[src/rtl/gpio_write_arbiter.sv]
// Round-robin arbiter that merges masked writes from several requesters into a
// shadow copy of the GPIO output register and issues one STR per grant.
module gpio_write_arbiter #(
    parameter int          NUM_REQ   = 2,
    parameter logic [31:0] GPIO_ADDR = 32'd32,
    parameter logic [4:0]  STR_UOP   = 5'd2,
    parameter logic [4:0]  NOP_UOP   = 5'd0
) (
    input  logic                   clk,
    input  logic                   rst_n,
    input  logic [NUM_REQ-1:0]     req,
    input  logic [32*NUM_REQ-1:0]  wr_data,
    input  logic [32*NUM_REQ-1:0]  wr_mask,
    output logic [NUM_REQ-1:0]     gnt,
    output logic                   busy,
    output logic [4:0]             uop,
    output logic [31:0]            addr,
    output logic [31:0]            state_in,
    output logic [31:0]            shadow
);
    localparam int IW = (NUM_REQ > 1) ? $clog2(NUM_REQ) : 1;

    typedef enum logic [1:0] {INIT, IDLE, ISSUE, ACK} state_t;

    state_t            state, state_nx;
    logic              init_done;
    logic [IW-1:0]     rr_ptr, idx, sel_idx;
    logic              sel_found;
    logic [31:0]       sel_data, sel_mask, merged;
    logic [NUM_REQ-1:0] gnt_nx;
    logic              busy_nx;
    logic [4:0]        uop_nx;
    logic [31:0]       addr_nx, state_in_nx;

    // Handshake: req[i] is held until gnt[i]; gnt is a one-cycle pulse after the
    // write has been issued, and data/mask are sampled only in the IDLE cycle.
    always_comb begin
        sel_found = 1'b0;
        sel_idx   = '0;
        for (int k = 0; k < NUM_REQ; k++) begin
            if (!sel_found && req[(int'(rr_ptr) + k) % NUM_REQ]) begin
                sel_found = 1'b1;
                sel_idx   = IW'((int'(rr_ptr) + k) % NUM_REQ);
            end
        end
    end

    assign sel_data = wr_data[32*int'(sel_idx) +: 32];
    assign sel_mask = wr_mask[32*int'(sel_idx) +: 32];
    assign merged   = (shadow & ~sel_mask) | (sel_data & sel_mask);

    // INIT spends one edge driving the zeroing STR and a second edge leaving.
    always_ff @(posedge clk or negedge rst_n) begin
        if (!rst_n) begin
            state     <= INIT;
            init_done <= 1'b0;
            rr_ptr    <= '0;
            idx       <= '0;
            shadow    <= '0;
            gnt       <= '0;
            busy      <= 1'b1;
            uop       <= NOP_UOP;
            addr      <= '0;
            state_in  <= '0;
        end else begin
            state    <= state_nx;
            gnt      <= gnt_nx;
            busy     <= busy_nx;
            uop      <= uop_nx;
            addr     <= addr_nx;
            state_in <= state_in_nx;
            if (state == INIT) begin
                init_done <= 1'b1;
            end
            if (state == IDLE && sel_found) begin
                idx <= sel_idx;
            end
            if (state == ISSUE) begin
                shadow <= state_in;
                rr_ptr <= (idx == IW'(NUM_REQ - 1)) ? '0 : idx + 1'b1;
            end
        end
    end

    always_comb begin
        state_nx = state;
        unique case (state)
            INIT:    state_nx = init_done ? IDLE : INIT;
            IDLE:    if (sel_found) state_nx = ISSUE;
            ISSUE:   state_nx = ACK;
            ACK:     state_nx = IDLE;
            default: state_nx = INIT;
        endcase
    end

    // Outputs are registered, so they are decoded from the state being entered.
    always_comb begin
        uop_nx      = NOP_UOP;
        addr_nx     = '0;
        state_in_nx = shadow;
        gnt_nx      = '0;
        busy_nx     = 1'b1;
        unique case (state_nx)
            INIT: begin
                uop_nx      = STR_UOP;
                addr_nx     = GPIO_ADDR;
                state_in_nx = '0;
            end
            IDLE: busy_nx = 1'b0;
            ISSUE: begin
                uop_nx      = STR_UOP;
                addr_nx     = GPIO_ADDR;
                state_in_nx = merged;
            end
            ACK: begin
                gnt_nx[idx] = 1'b1;
                state_in_nx = state_in;
            end
            default: busy_nx = 1'b1;
        endcase
    end

endmodule

[config.mk]
export PLATFORM = sky130hd
export DESIGN_NAME = gpio_write_arbiter
export DESIGN_NICKNAME = d
export VERILOG_FILES = /design/src/rtl/gpio_write_arbiter.sv
export SDC_FILE = /design/constraint.sdc
export NUM_CORES = 1
export LEC_CHECK = 0
export ABC_AREA = 1
export CORE_MARGIN = 3
export CORE_UTILIZATION = 41
export DETAILED_ROUTE_END_ITERATION = 8
export PLACE_DENSITY = 0.81
export REMOVE_ABC_BUFFERS = 1
export SYNTH_ARGS = -nofsm -noshare
export SYNTH_HDL_FRONTEND = slang
export SYNTH_SLANG_ARGS = --single-unit
[constraint.sdc]
create_clock -name clk -period 1.55 [get_ports clk]
set_clock_uncertainty 0.15 [all_clocks]
set_input_delay 0.31 -clock clk [delete_from_list [all_inputs] [get_ports clk]]
set_output_delay 0.31 -clock clk [all_outputs]
set_load 0.02 [all_outputs]
Word level (Yosys, flattened, before mapping) --
Index checks and enable logic that the tools add are counted.
Storage, ports and cells: register bits after elaboration 109, input port bits 132, output and inout port bits 104, logic and storage cells 56
Operators by class: add/sub/neg operators 2, magnitude comparators 4, equality and inequality tests 6, shift operators 2, mux-type cells 20, bitwise operators 5, reductions and logical operators 7
Operator list (count):
- indexed part select 64 x 7 -> 32 bit | 2
- case mux 32 bit (3 select lines) | 1
- AND 32 bit | 2
- inverter 32 bit | 1
- bitwise OR 32 bit | 1
- 2-to-1 mux 1 bit | 13
- equality test 2 bit (second input constant) | 4
- case mux 2 bit (4 select lines) | 1
- 2-to-1 mux 2 bit | 3
- 2-to-1 mux 6 bit | 1
- equality test 2 x 1 -> 1 bit (second input constant) | 2
- logical NOT 2 bit | 2
- less-than comparator 1 x 2 -> 1 bit (second input constant) | 2
- logical AND 1 bit | 3
- less-than comparator 2 x 3 -> 1 bit (second input constant) | 1
- adder 1 bit (second input constant) | 2
- OR reduction 2 bit | 1
- AND 1 bit (first input constant) | 1
- demux 1 bit (select 1 bit) | 1
- greater-or-equal comparator 1 bit (second input constant) | 1
- logical NOT 1 bit | 1

Longest topological paths before layout --
Gate-level depths: netlist (run 1).
word-level depth 12, depth in mapped cells 10, gate-level depth less buffers 8

Worst setup path after synthesis (run 1) --
OpenSTA, ideal clock, no wires.
path type register -> register, start register rr_ptr, end register state_in[14], library setup time 0.117 ns, arrival 1.026 ns, required time 1.283 ns, setup slack 0.257 ns, stages on the path, launching flop included 11, path buffers 2, period minus slack after synthesis 1.293 ns, cells stage by stage dfrtp_1 > inv_2 > nand2_1 > nand2_1 > buf_6 > buf_6 > nand2_1 > nand2_1 > nand2_1 > nand3_1 > nand2_1
Between the ends: word-level cells in the longest chain between the ends 11, elaborated cells on any way between the ends 24, classes of those cells add/sub (1); eq/ne (2); shift (2); mux (12); bitwise (4); reduce/logical (3)
RTL lines:
- from (decl) | line 27 | logic [IW-1:0] rr_ptr, idx, sel_idx;
- from (signal assigned) | line 80 | rr_ptr <= (idx == IW'(NUM_REQ - 1)) ? '0 : idx + 1'b1;
- adder 1 bit / 2-to-1 mux 1 bit (equally long branches) | line 41, 43
- 2-to-1 mux 1 bit (implied by the code) (2 in series) | line 41 | if (!sel_found && req[(int'(rr_ptr) + k) % NUM_REQ]) begin
- 2-to-1 mux 1 bit (implied by the code) / logical NOT 1 bit (equally long branches) | line 41
- logical AND 1 bit | line 41
- 2-to-1 mux 1 bit | line 41
- indexed part select 64 x 7 -> 32 bit | line 49 | assign sel_mask = wr_mask[32*int'(sel_idx) +: 32];
- inverter 32 bit | line 50 | assign merged = (shadow & ~sel_mask) | (sel_data & sel_mask);
- AND 32 bit | line 50
- bitwise OR 32 bit | line 50
- case mux 32 bit (3 select lines) | line 103 | unique case (state_nx)
- to (signal assigned) | line 71 | state_in <= state_in_nx;
- to (decl) | line 18 | output logic [31:0] state_in,
Parallel ways exist; a longest one is shown, timed or not. The select of a mux whose other input is x is not followed. A chain may end at the register's enable or synchronous reset.

Worst setup path in the final report (run 1) --
start register shadow[4], end output port shadow[4]
RTL lines:
- from (decl) | line 19 | output logic [31:0] shadow
- from (signal assigned) | line 79 | shadow <= state_in;
No word-level cell between the ends.

==> key figures, run 1 <==
Critical path
  – CP Cell Sequence: dlygate4sd2_1
  – Worst setup SP type: flip-flop
  – Critical path origin: shadow[4]
  – RR Startpoint: rr_ptr
  – Max FO, Critical Path: 3
  – Delay-heaviest family, CP: flip-flops
  – RR Endpoint: state_in[7]
  – Slowest-stage cell, CP: dfrtp_1
  – Worst R2R Path Depth: 8
  – Register-to-Register Setup Slack: 0.09 ns
  – WP data arrival: 1.06 ns
  – Worst Path Required: 1.09 ns
  – Crit Path Class: reg -> out
  – Max incr delay on CP: 0.40 ns
  – Crit end category: output port
  – Buf/Inv on CP: 1

Min path
  – Hold crit path type: reg -> reg
  – Hold Path Sink: init_done
  – Min-delay src: init_done
  – Hold Crit Depth: 2

Clock tree
  – Htree depth: 3
  – Clk sinks: 73
  – Cts bufs inserted: 9
  – CTS tree: done
  – Clock Root Buffer: clkbuf_16
  – Maximum clock insertion buffer count: 2
  – Worst-path clk slew: 0.06 ns
  – Clk_lat worst skew: 0.32 ns

Synthesis
  – Fraction of registers with async set/reset: 100%
  – Synth Flop Type: dfrtp_1
  – Synthesis-stage register bit count: 73
  – Seq/Total Area, Yosys: 37.9%
  – Post-synth cell types: 20
  – Area contributors post-synth: dfrtp_1 (37%), nand2_1 (20%), nand3_1 (13%), inv_1 (8.6%), buf_4 (7.3%)
  – Yosys top cell by area: dfrtp_1
  – Most common cell in the netlist: nand2_1
  – Cell Area, Synth: 4830 µm²
  – Syn_area_per_cell: 6.86 µm²
  – Share of the synthesized area in the top cell type: 37.3%
  – Post-synth EDFFs: 0
  – Synth top cells by count: nand2_1 (261), nand3_1 (129), inv_1 (111)
  – Syn. warnings: 0
  – Syn Inst Count: 703

STA
  – Hold Vio Cnt, Final: 0
  – RSZ-0062 raised after global routing: no
  – Final period util: 98.0%
  – Slew Viols, Final: 0
  – # setup viols final: 0
  – Fmax: 658 MHz
  – Post-route minimum period: 1.52 ns

Placed design
  – Dpl hpwl: 10200 µm
  – RePlAce Congestion: 0.807
  – Post-Place Cell Area: 6820 µm²
  – I/O Buffers: 200

Global routing
  – Vias in the first global route: 4562
  – Total GRT Usage: 20.2%
  – Global-route wire length before repair: 21500 µm
  – Pin count of the biggest net entering global routing: 74
  – Grt ovf: 0
  – Antenna violations before repair: 0

Floorplan
  – I/O pin count: 236
  – Starting Density: 43.2%
  – Die H: 114 µm
  – Die Wd: 114 µm
  – # rows: 38
  – Die area: 13100 µm²
  – Core area: 11200 µm²

Routing
  – Initial DRC count: 217
  – Via count: 4830
  – DR vias/cell: 4.61
  – TritonRoute pass-1 iters: 4
  – Wire per inst: 13.3 µm
  – Final WL: 13900 µm
  – Residual DRC: 0
  – Detail Route Antenna Nets: 0

Final layout
  – Layout area overhead: 49.2%
  – Finished Cell Area: 7200 µm²
  – Final nets: 1034
  – Final core utilization: 64.4%
  – Number of fill cells: 990
  – Antenna Cells: 0
  – Fraction of layout cells with a size suffix above 1: 9.70%

Pwr
  – Power, Total: 11800 µW
  – PwrDens: 1650 nW/µm²
  – VDD IR max: 0.819 mV
  – Leakage power: 0.00408 µW

Job
  – Max-Cap Viols: 0

Status
  – Run status: completed
[cell families (layout without fill, tap and decap cells)]
kind of cell	Yosys count	count (layout)	share of synthesized area (%)
AOI/OAI and AO/OA	35	35	5.26
other	1	35	0.0777
buffers and inverters	185	355	20.7
DFF	73	73	37.9
and+or+nand+nor	409	409	36.1
[through the flow]
stage | worst slack, ns | hold slack, ns | setup TNS [ns] | instances
floorplan | -1.78 | -0.136 | -58.71 | 668
detailed placement | -0.349 | 0.207 | -10.10 | 1027
CTS | 0.00508 | 0.315 | 0 | 1044
global route | 0.00190 | 0.344 | 0 | 1047
finish | 0.0312 | 0.312 | 0 | 1047
global placement | -0.292 | 0.203 | -9.05 | 1027
[routing by layer]
metal  vias to the layer above  GRT usage, %  share of wire, %
li1                       2485             -                 -
met3                         8          5.13               8.0
met2                       162          35.6                49
met4                         0          3.80              0.82
met5                         -             0                 0
met1                      2175          25.1                42
[how the worst max path moves through the flow]
stage	to	slack [ns]	cells after the start
final	shadow[4]	0.03	1
after global routing	state_in[7]	0.002	1
after CTS	state_in[26]	0.005	8
after detailed placement	state_in[6]	-0.35	9
after global placement	state_in[5]	-0.29	8
after floorplan	state_in[0]	-1.78	7
[area by class of cell]
| type | instances | area [µm²] | area share [%] |
|---|---|---|---|
| flip-flops and latches | 73 | 1830 | 25.4 |
| clock inverters | 4 | 97.6 | 1.36 |
| repair buffers | 223 | 2240 | 31.1 |
| multi-input cells | 479 | 2150 | 29.9 |
| well taps | 140 | 175 | 2.43 |
| inverters | 116 | 445 | 6.19 |
| clock buffers | 12 | 267 | 3.70 |
[cells in the final DEF, fill, tap and decap left out]
| master | count |
|---|---|
| a21oi_1 | 1 |
| buf_12 | 9 |
| buf_2 | 2 |
| buf_4 | 11 |
| buf_6 | 1 |
| bufinv_16 | 3 |
| clkbuf_16 | 11 |
| clkbuf_2 | 2 |
| clkbuf_8 | 3 |
| clkdlybuf4s15_1 | 8 |
| clkdlybuf4s50_1 | 128 |
| clkinvlp_4 | 1 |
| conb_1 | 35 |
| dfrtp_1 | 72 |
| dfstp_2 | 1 |
| dlygate4sd2_1 | 58 |
| dlygate4sd3_1 | 1 |
| dlymetal6s2s_1 | 1 |
| inv_1 | 111 |
| inv_2 | 3 |
| inv_4 | 1 |
| inv_8 | 1 |
| nand2_1 | 259 |
| nand2_2 | 14 |
| nand2_4 | 2 |
| nand2_8 | 1 |
| nand3_1 | 129 |
| nor2_1 | 3 |
| nor2_2 | 1 |
| o21ai_0 | 4 |
| o21ai_1 | 9 |
| o21ai_2 | 21 |
[flip-flops by register name, summed over array words and instances, names as in the netlist]
signal and count:
busy 1, gnt 2, idx 1, init_done 1, rr_ptr 1, shadow 32, state 2, state_in 32
uop 1
[power breakdown]
group	total, µW	internal, µW	switching [µW]
combinational	6060	2370	3690
clock	2530	1710	828
sequential	3250	2770	482
[timing repair]
| action | 4_1_cts | 5_1_grt |
|---|---|---|
| gates resized for setup | 73 | 18 |
| endpoints found under the hold margin | 72 | 0 |
| pin swaps | 0 | 1 |
| cloned | 0 | 2 |
| setup endpoints to repair | 70 | 40 |
| buffers inserted | 0 | 1 |
| hold buffers | 1 | 0 |
Power figures use the tool's default switching activity.
==> run 2: changes to the inputs <==
--- a/config.mk
+++ b/config.mk
@@ -6,7 +6,8 @@
 export NUM_CORES = 1
 export LEC_CHECK = 0
 export ABC_AREA = 1
-export CORE_MARGIN = 3
+export CAP_MARGIN = 20
+export CORE_MARGIN = 10
 export CORE_UTILIZATION = 41
 export DETAILED_ROUTE_END_ITERATION = 8
 export PLACE_DENSITY = 0.81
==> run 2 against run 1 <==
Against the previous run:
- clock power down 10%
- cell count grew 0.19%
- critical endpoint is now shadow[7]
- hold slack better by 0.0044 ns
- worst setup slack gained 0.0027 ns
- critical path type unchanged
==> key figures, run 2 (synthesized netlist as in run 1, its figures left out) <==
Routing
  – Via count: 4817 (-0.27%)
  – Detail Route Antenna Nets: 0 (unchanged)
  – Residual DRC: 0 (unchanged)
  – TritonRoute pass-1 iters: 5 (+1)
  – Final WL: 15200 µm (+9.4%)
  – DR vias/cell: 4.59 (-0.46%)
  – Initial DRC count: 322 (+48%)
  – Wire per inst: 14.5 µm (+9.2%)

STA
  – Hold Vio Cnt, Final: 0 (unchanged)
  – Fmax: 660 MHz (+0.18%)
  – Setup TNS Final: 0 ns (unchanged)
  – # setup viols final: 0 (unchanged)
  – Final period util: 97.8% (-0.17 points)
  – Post-route minimum period: 1.52 ns (-0.00270 ns)
  – Slew Viols, Final: 0 (unchanged)
  – RSZ-0062 raised after global routing: no

Clock tree
  – Htree depth: 3 (unchanged)
  – Clk sinks: 73 (unchanged)
  – Clock Root Buffer: clkbuf_16
  – Cts bufs inserted: 9 (unchanged)
  – CTS tree: done
  – Clk_lat worst skew: 0.32 ns (about the same)
  – Worst-path clk slew: 0.06 ns (about the same)
  – Maximum clock insertion buffer count: 2 (unchanged)

Global routing
  – GR peak layer: met2
  – Met3 Use GR: 6.37% (+1.2 points)
  – Antenna violations before repair: 0 (unchanged)
  – GR Util met1: 20.1% (-5.0 points)
  – Grt ovf: 0 (unchanged)
  – Total GRT Usage: 17.9% (-2.3 points)
  – Vias in the first global route: 4882 (+7.0%)
  – M2 GR Usage: 31.5% (-4.1 points)
  – Pin count of the biggest net entering global routing: 74 (unchanged)
  – Global-route wire length before repair: 24000 µm (+12%)

Final layout
  – Antenna Cells: 0 (unchanged)
  – Layout area overhead: 47.9%
  – Most frequent cells in the layout: nand2_1 (259), nand3_1 (129), clkdlybuf4s50_1 (128)
  – Most common library cell in the layout ignoring fill and taps: nand2_1
  – Final nets: 1033 (-0.097%)
  – Finished Cell Area: 7140 µm² (-0.87%)
  – Fraction of layout cells with a size suffix above 1: 9.38% (-0.32 points)
  – Largest regs: shadow x32, state_in x32

Floorplan
  – Die area: 16500 µm² (+26%)
  – Starting Density: 42.1% (-1.1 points)
  – Die Wd: 128 µm (+12%)
  – Die H: 128 µm (+12%)
  – Core area: 11500 µm² (+2.6%)
  – # rows: 39 (+2.6%)
  – I/O pin count: 236 (unchanged)

Min path
  – Min-delay src: idx
  – Hold crit path type: reg -> reg
  – Hold Path Sink: gnt[0]
  – Hold Crit Depth: 1 (-1)

Placed design
  – Post-Place Cell Area: 6850 µm² (+0.46%)
  – I/O Buffers: 200 (unchanged)
  – Dpl hpwl: 11800 µm (+16%)
  – RePlAce Congestion: 0.823 (+1.9%)

Critical path
  – Worst setup SP type: flip-flop
  – RR Startpoint: state[0]
  – RR Endpoint: state_in[11]
  – Buf/Inv on CP: 1 (unchanged)
  – Delay-heaviest family, CP: flip-flops
  – Critical path origin: shadow[7]
  – CP Cell Sequence: dlygate4sd2_1
  – Register-to-Register Setup Slack: 0.14 ns (+0.05 ns)
  – Max incr delay on CP: 0.40 ns (about the same)
  – WP data arrival: 1.06 ns (about the same)
  – Max FO, Critical Path: 3 (unchanged)
  – Worst R2R Path Depth: 8 (unchanged)
  – Slowest-stage cell, CP: dfrtp_1
  – Crit Path Class: reg -> out
  – Crit end category: output port
  – Worst Path Required: 1.09 ns (about the same)

Job
  – Max-Cap Viols: 0 (unchanged)

Pwr
  – Leakage power: 0.00403 µW (-1.1%)
  – VDD IR max: 0.987 mV (+21%)
  – PwrDens: 1630 nW/µm² (-0.98%)
  – Power, Total: 11600 µW (-1.8%)

Status
  – Run status: completed
## run 2: cell count changes in the layout (fill, tap and decap cells not counted), sizes merged
cell           before  now
dlygate4sd2        58   54
clkbuf             16   11
clkdlybuf4s15       8   14
bufinv              3    2
clkinv              0    2
buf                23   24
## run 2: worst max-delay path by stage
stage | to | cells past startpoint
floorplan | state_in[0] | 7
global placement | state_in[31] | 8
detailed placement | state_in[0] | 8
CTS | shadow[31] | 1
global route | state_in[17] | 9
finish | shadow[7] | 1
## run 2: what timing repair did
action,CTS,global route
hold endpoints to repair,72,0
hold buffers,1,0
setup buffers,0,0
resized for setup,72,21
setup endpoints to repair,69,46
pin swaps,0,0
## run 2: final cells by class
| class | count | area (µm²) |
|---|---|---|
| inverters | 116 | 445 |
| well taps | 143 | 179 |
| clock inverters | 5 | 77.6 |
| multi-input cells | 479 | 2140 |
| clock buffers | 11 | 253 |
| repair buffers | 222 | 2210 |
| flip-flops and latches | 73 | 1830 |
| fillers | 1077 | 4330 |
## run 2: metrics by stage
| step | utilization, % | worst slack [ns] | hold slack, ns | std cells |
|---|---|---|---|---|
| 3_5_place_dp | 59.7 | -0.341 | 0.212 | 1032 |
| 3_3_place_gp | 59.7 | -0.317 | 0.206 | 1032 |
| 4_1_cts | 61.9 | 0.00361 | 0.317 | 1049 |
| 2_1_floorplan | - | -1.78 | -0.136 | 668 |
| 6_report | 62.2 | 0.0339 | 0.316 | 1049 |
| 5_1_grt | 62.2 | 0.0000211 | 0.342 | 1049 |
## run 2: routing by layer
| metal | vias up | share of wire (%) |
|---|---|---|
| met2 | 146 | 51 |
| met1 | 2186 | 40 |
| met5 | - | 0 |
| li1 | 2475 | - |
| met3 | 10 | 8.0 |
| met4 | 0 | 0.99 |
## run 2: power by group
part,internal [µW],switching [µW]
combinational,2370,3750
clock,1490,781
sequential,2770,466
total,6630,4990
==> run 3: changes to the inputs <==
--- a/config.mk
+++ b/config.mk
@@ -12,6 +12,7 @@
 export DETAILED_ROUTE_END_ITERATION = 8
 export PLACE_DENSITY = 0.81
 export REMOVE_ABC_BUFFERS = 1
+export SETUP_SLACK_MARGIN = 0.15
 export SYNTH_ARGS = -nofsm -noshare
 export SYNTH_HDL_FRONTEND = slang
 export SYNTH_SLANG_ARGS = --single-unit
==> run 3 against run 2 <==
Against the previous run:
- sequential cell count is the same
- critical path depth grew 9
- cell count grew 0.86%
- cell area grew 1.5%
- wire length grew 7.0%
- total power grew 1.3%
- global-route usage grew 0.63 points
- clock power is essentially flat
- clock-buffer cell count is the same
- largest power group unchanged
==> key figures, run 3 (synthesized netlist as in run 1, its figures left out) <==
Critical path
  – Max incr delay on CP: 0.37 ns (-0.03 ns)
  – WP data arrival: 1.57 ns (+0.51 ns)
  – CP Cell Sequence: inv_2 > nand2_4 > nand2_8 > buf_12 > clkbuf_16 > nand2_2 > nand2_1 > nand2_1 > nand3_1 > nand2_1
  – Crit Path Class: reg -> reg
  – Max FO, Critical Path: 5 (+2)
  – Most Frequent Cell on Critical Path: nand2_1
  – Worst Path Required: 1.61 ns (+0.52 ns)
  – Slowest-stage cell, CP: dfrtp_1
  – Worst setup SP type: flip-flop
  – Crit end category: flip-flop

Final layout
  – Final nets: 1042 (+0.87%)
  – Layout area overhead: 50.1%
  – Finished Cell Area: 7250 µm² (+1.5%)
  – Fraction of layout cells with a size suffix above 1: 22.3% (+13 points)
  – Most frequent cells in the layout: nand2_1 (218), nand3_1 (129), clkdlybuf4s50_1 (128)
  – Largest regs: shadow x32, state_in x32
  – Antenna Cells: 0 (unchanged)
  – Most common library cell in the layout ignoring fill and taps: nand2_1
  – Number of fill cells: 1083 (+0.56%)

STA
  – Fmax: 664 MHz (+0.61%)
  – Post-route minimum period: 1.51 ns (-0.00917 ns)
  – Slew Viols, Final: 0 (unchanged)
  – RSZ-0062 raised after global routing: yes
  – Worst setup margin: 0.0431 ns (+0.00917 ns)
  – Hold Vio Cnt, Final: 0 (unchanged)
  – Final period util: 97.2% (-0.59 points)
  – # setup viols final: 0 (unchanged)

Floorplan
  – I/O pin count: 236 (unchanged)
  – # rows: 39 (unchanged)
  – Die area: 16500 µm² (unchanged)
  – Core area: 11500 µm² (unchanged)
  – Die H: 128 µm (unchanged)
  – Die Wd: 128 µm (unchanged)
  – Starting Density: 42.1% (unchanged)

Placed design
  – Post-Place Cell Area: 6850 µm² (unchanged)
  – I/O Buffers: 200 (unchanged)
  – Dpl hpwl: 11800 µm (unchanged)
  – Dpl ws: -0.341 ns (unchanged)
  – RePlAce Congestion: 0.823 (unchanged)

Routing
  – Residual DRC: 0 (unchanged)
  – Detail Route Antenna Nets: 0 (unchanged)
  – Wire per inst: 15.4 µm (+6.1%)
  – DR vias/cell: 4.71 (+2.6%)
  – Initial DRC count: 267 (-17%)
  – TritonRoute pass-1 iters: 4 (-1)
  – Final WL: 16300 µm (+7.0%)
  – Via count: 4983 (+3.4%)

Global routing
  – Total GRT Usage: 18.6% (+0.63 points)
  – Pin count of the biggest net entering global routing: 74 (unchanged)
  – M2 GR Usage: 32.1% (+0.54 points)
  – Grt ovf: 0 (unchanged)
  – Met3 Use GR: 6.49% (+0.12 points)
  – GR Util met1: 21.1% (+1.0 points)
  – Vias in the first global route: 4932 (+1.0%)
  – Antenna violations before repair: 0 (unchanged)
  – GR peak layer: met2
  – Global-route wire length before repair: 24800 µm (+3.1%)

Job
  – Max-Cap Viols: 0 (unchanged)

Clock tree
  – CTS tree: done
  – Htree depth: 3 (unchanged)
  – Clock Root Buffer: clkbuf_16
  – Cts bufs inserted: 9 (unchanged)
  – Clk sinks: 73 (unchanged)
  – Maximum clock insertion buffer count: 2 (unchanged)
  – Clk_lat worst skew: 0.32 ns (about the same)
  – Worst-path clk slew: 0.06 ns (about the same)

Pwr
  – Leakage power: 0.00407 µW (+0.92%)
  – VDD IR max: 0.988 mV (about the same)
  – PwrDens: 1630 nW/µm² (-0.18%)

Min path
  – Hold crit path type: reg -> reg

Status
  – Run status: completed
[run 3: changes by cell type in the layout (fill, tap and decap cells not counted), moves of 2 or more]
cell             delta
nand2_4             +7
dlygate4sd2_1      -53
clkbuf_16           +4
clkdlybuf4s15_1    -14
nand2_2            +33
nand2_1            -41
buf_6               +2
buf_12              +3
buf_2              +66
buf_16              +2
[run 3: timing repair]
action | 4_1_cts | 5_1_grt
setup buffers | 3 | 0
hold endpoints to repair | 72 | 0
gates resized for setup | 287 | 55
gates cloned | 2 | 4
endpoints found under the setup margin | 102 | 35
hold buffers | 1 | 0
pin swaps | 1 | 22
[run 3: worst paths after layout]
path / slack [ns] / to / cells after the start / start
min in group asynchronous: 0.39 / shadow[2] / 3 / rst_n
hold / removal: 0.31 / gnt[0] / 1 / idx
setup / recovery: 0.04 / state_in[26] / 10 / rr_ptr
hold reg to reg: 0.31 / gnt[0] / 1 / idx
max in group asynchronous: 0.46 / busy / 3 / rst_n
setup reg to reg: 0.04 / state_in[26] / 10 / rr_ptr
[run 3: layer usage]
layer | share of wire (%) | vias to the layer above
met1 | 40 | 2282
met2 | 50 | 185
met3 | 8.1 | 22
met5 | 0 | -
li1 | - | 2494
met4 | 2.0 | 0
[run 3: where the power goes]
part           switching (µW)  internal, µW  total, µW
clock                     786          1490       2280
sequential                470          2780       3250
combinational            3910          2350       6260
[run 3: layout make-up]
class	instances	area [µm²]	area share, %
multi-input combinational	479	2290	31.7
timing repair buffer	231	2160	29.9
sequential	73	1830	25.2
inverter	116	450	6.22
clock buffer	11	253	3.49
tap	143	179	2.47
clock inverter	5	77.6	1.07
[run 3: per-stage QoR]
| step | util, % | total power, µW | hold slack (ns) | TNS (ns) | instances |
|---|---|---|---|---|---|
| after floorplan | - | 6740 | -0.136 | -58.71 | 668 |
| after global placement | 59.7 | 9880 | 0.206 | -9.69 | 1032 |
| after detailed placement | 59.7 | 9980 | 0.212 | -10.13 | 1032 |
| after CTS | 60.9 | 11700 | 0.317 | 0 | 1054 |
| after global routing | 63.2 | 12700 | 0.338 | -0.0863 | 1058 |
| final | 63.2 | 11800 | 0.310 | 0 | 1058 |
[run 3: worst max-delay path, delay by kind of cell, from the launching register on]
family        cells  cell delay, ns
simple gates      7            0.49
buf+inv           3            0.37
flops             1            0.37
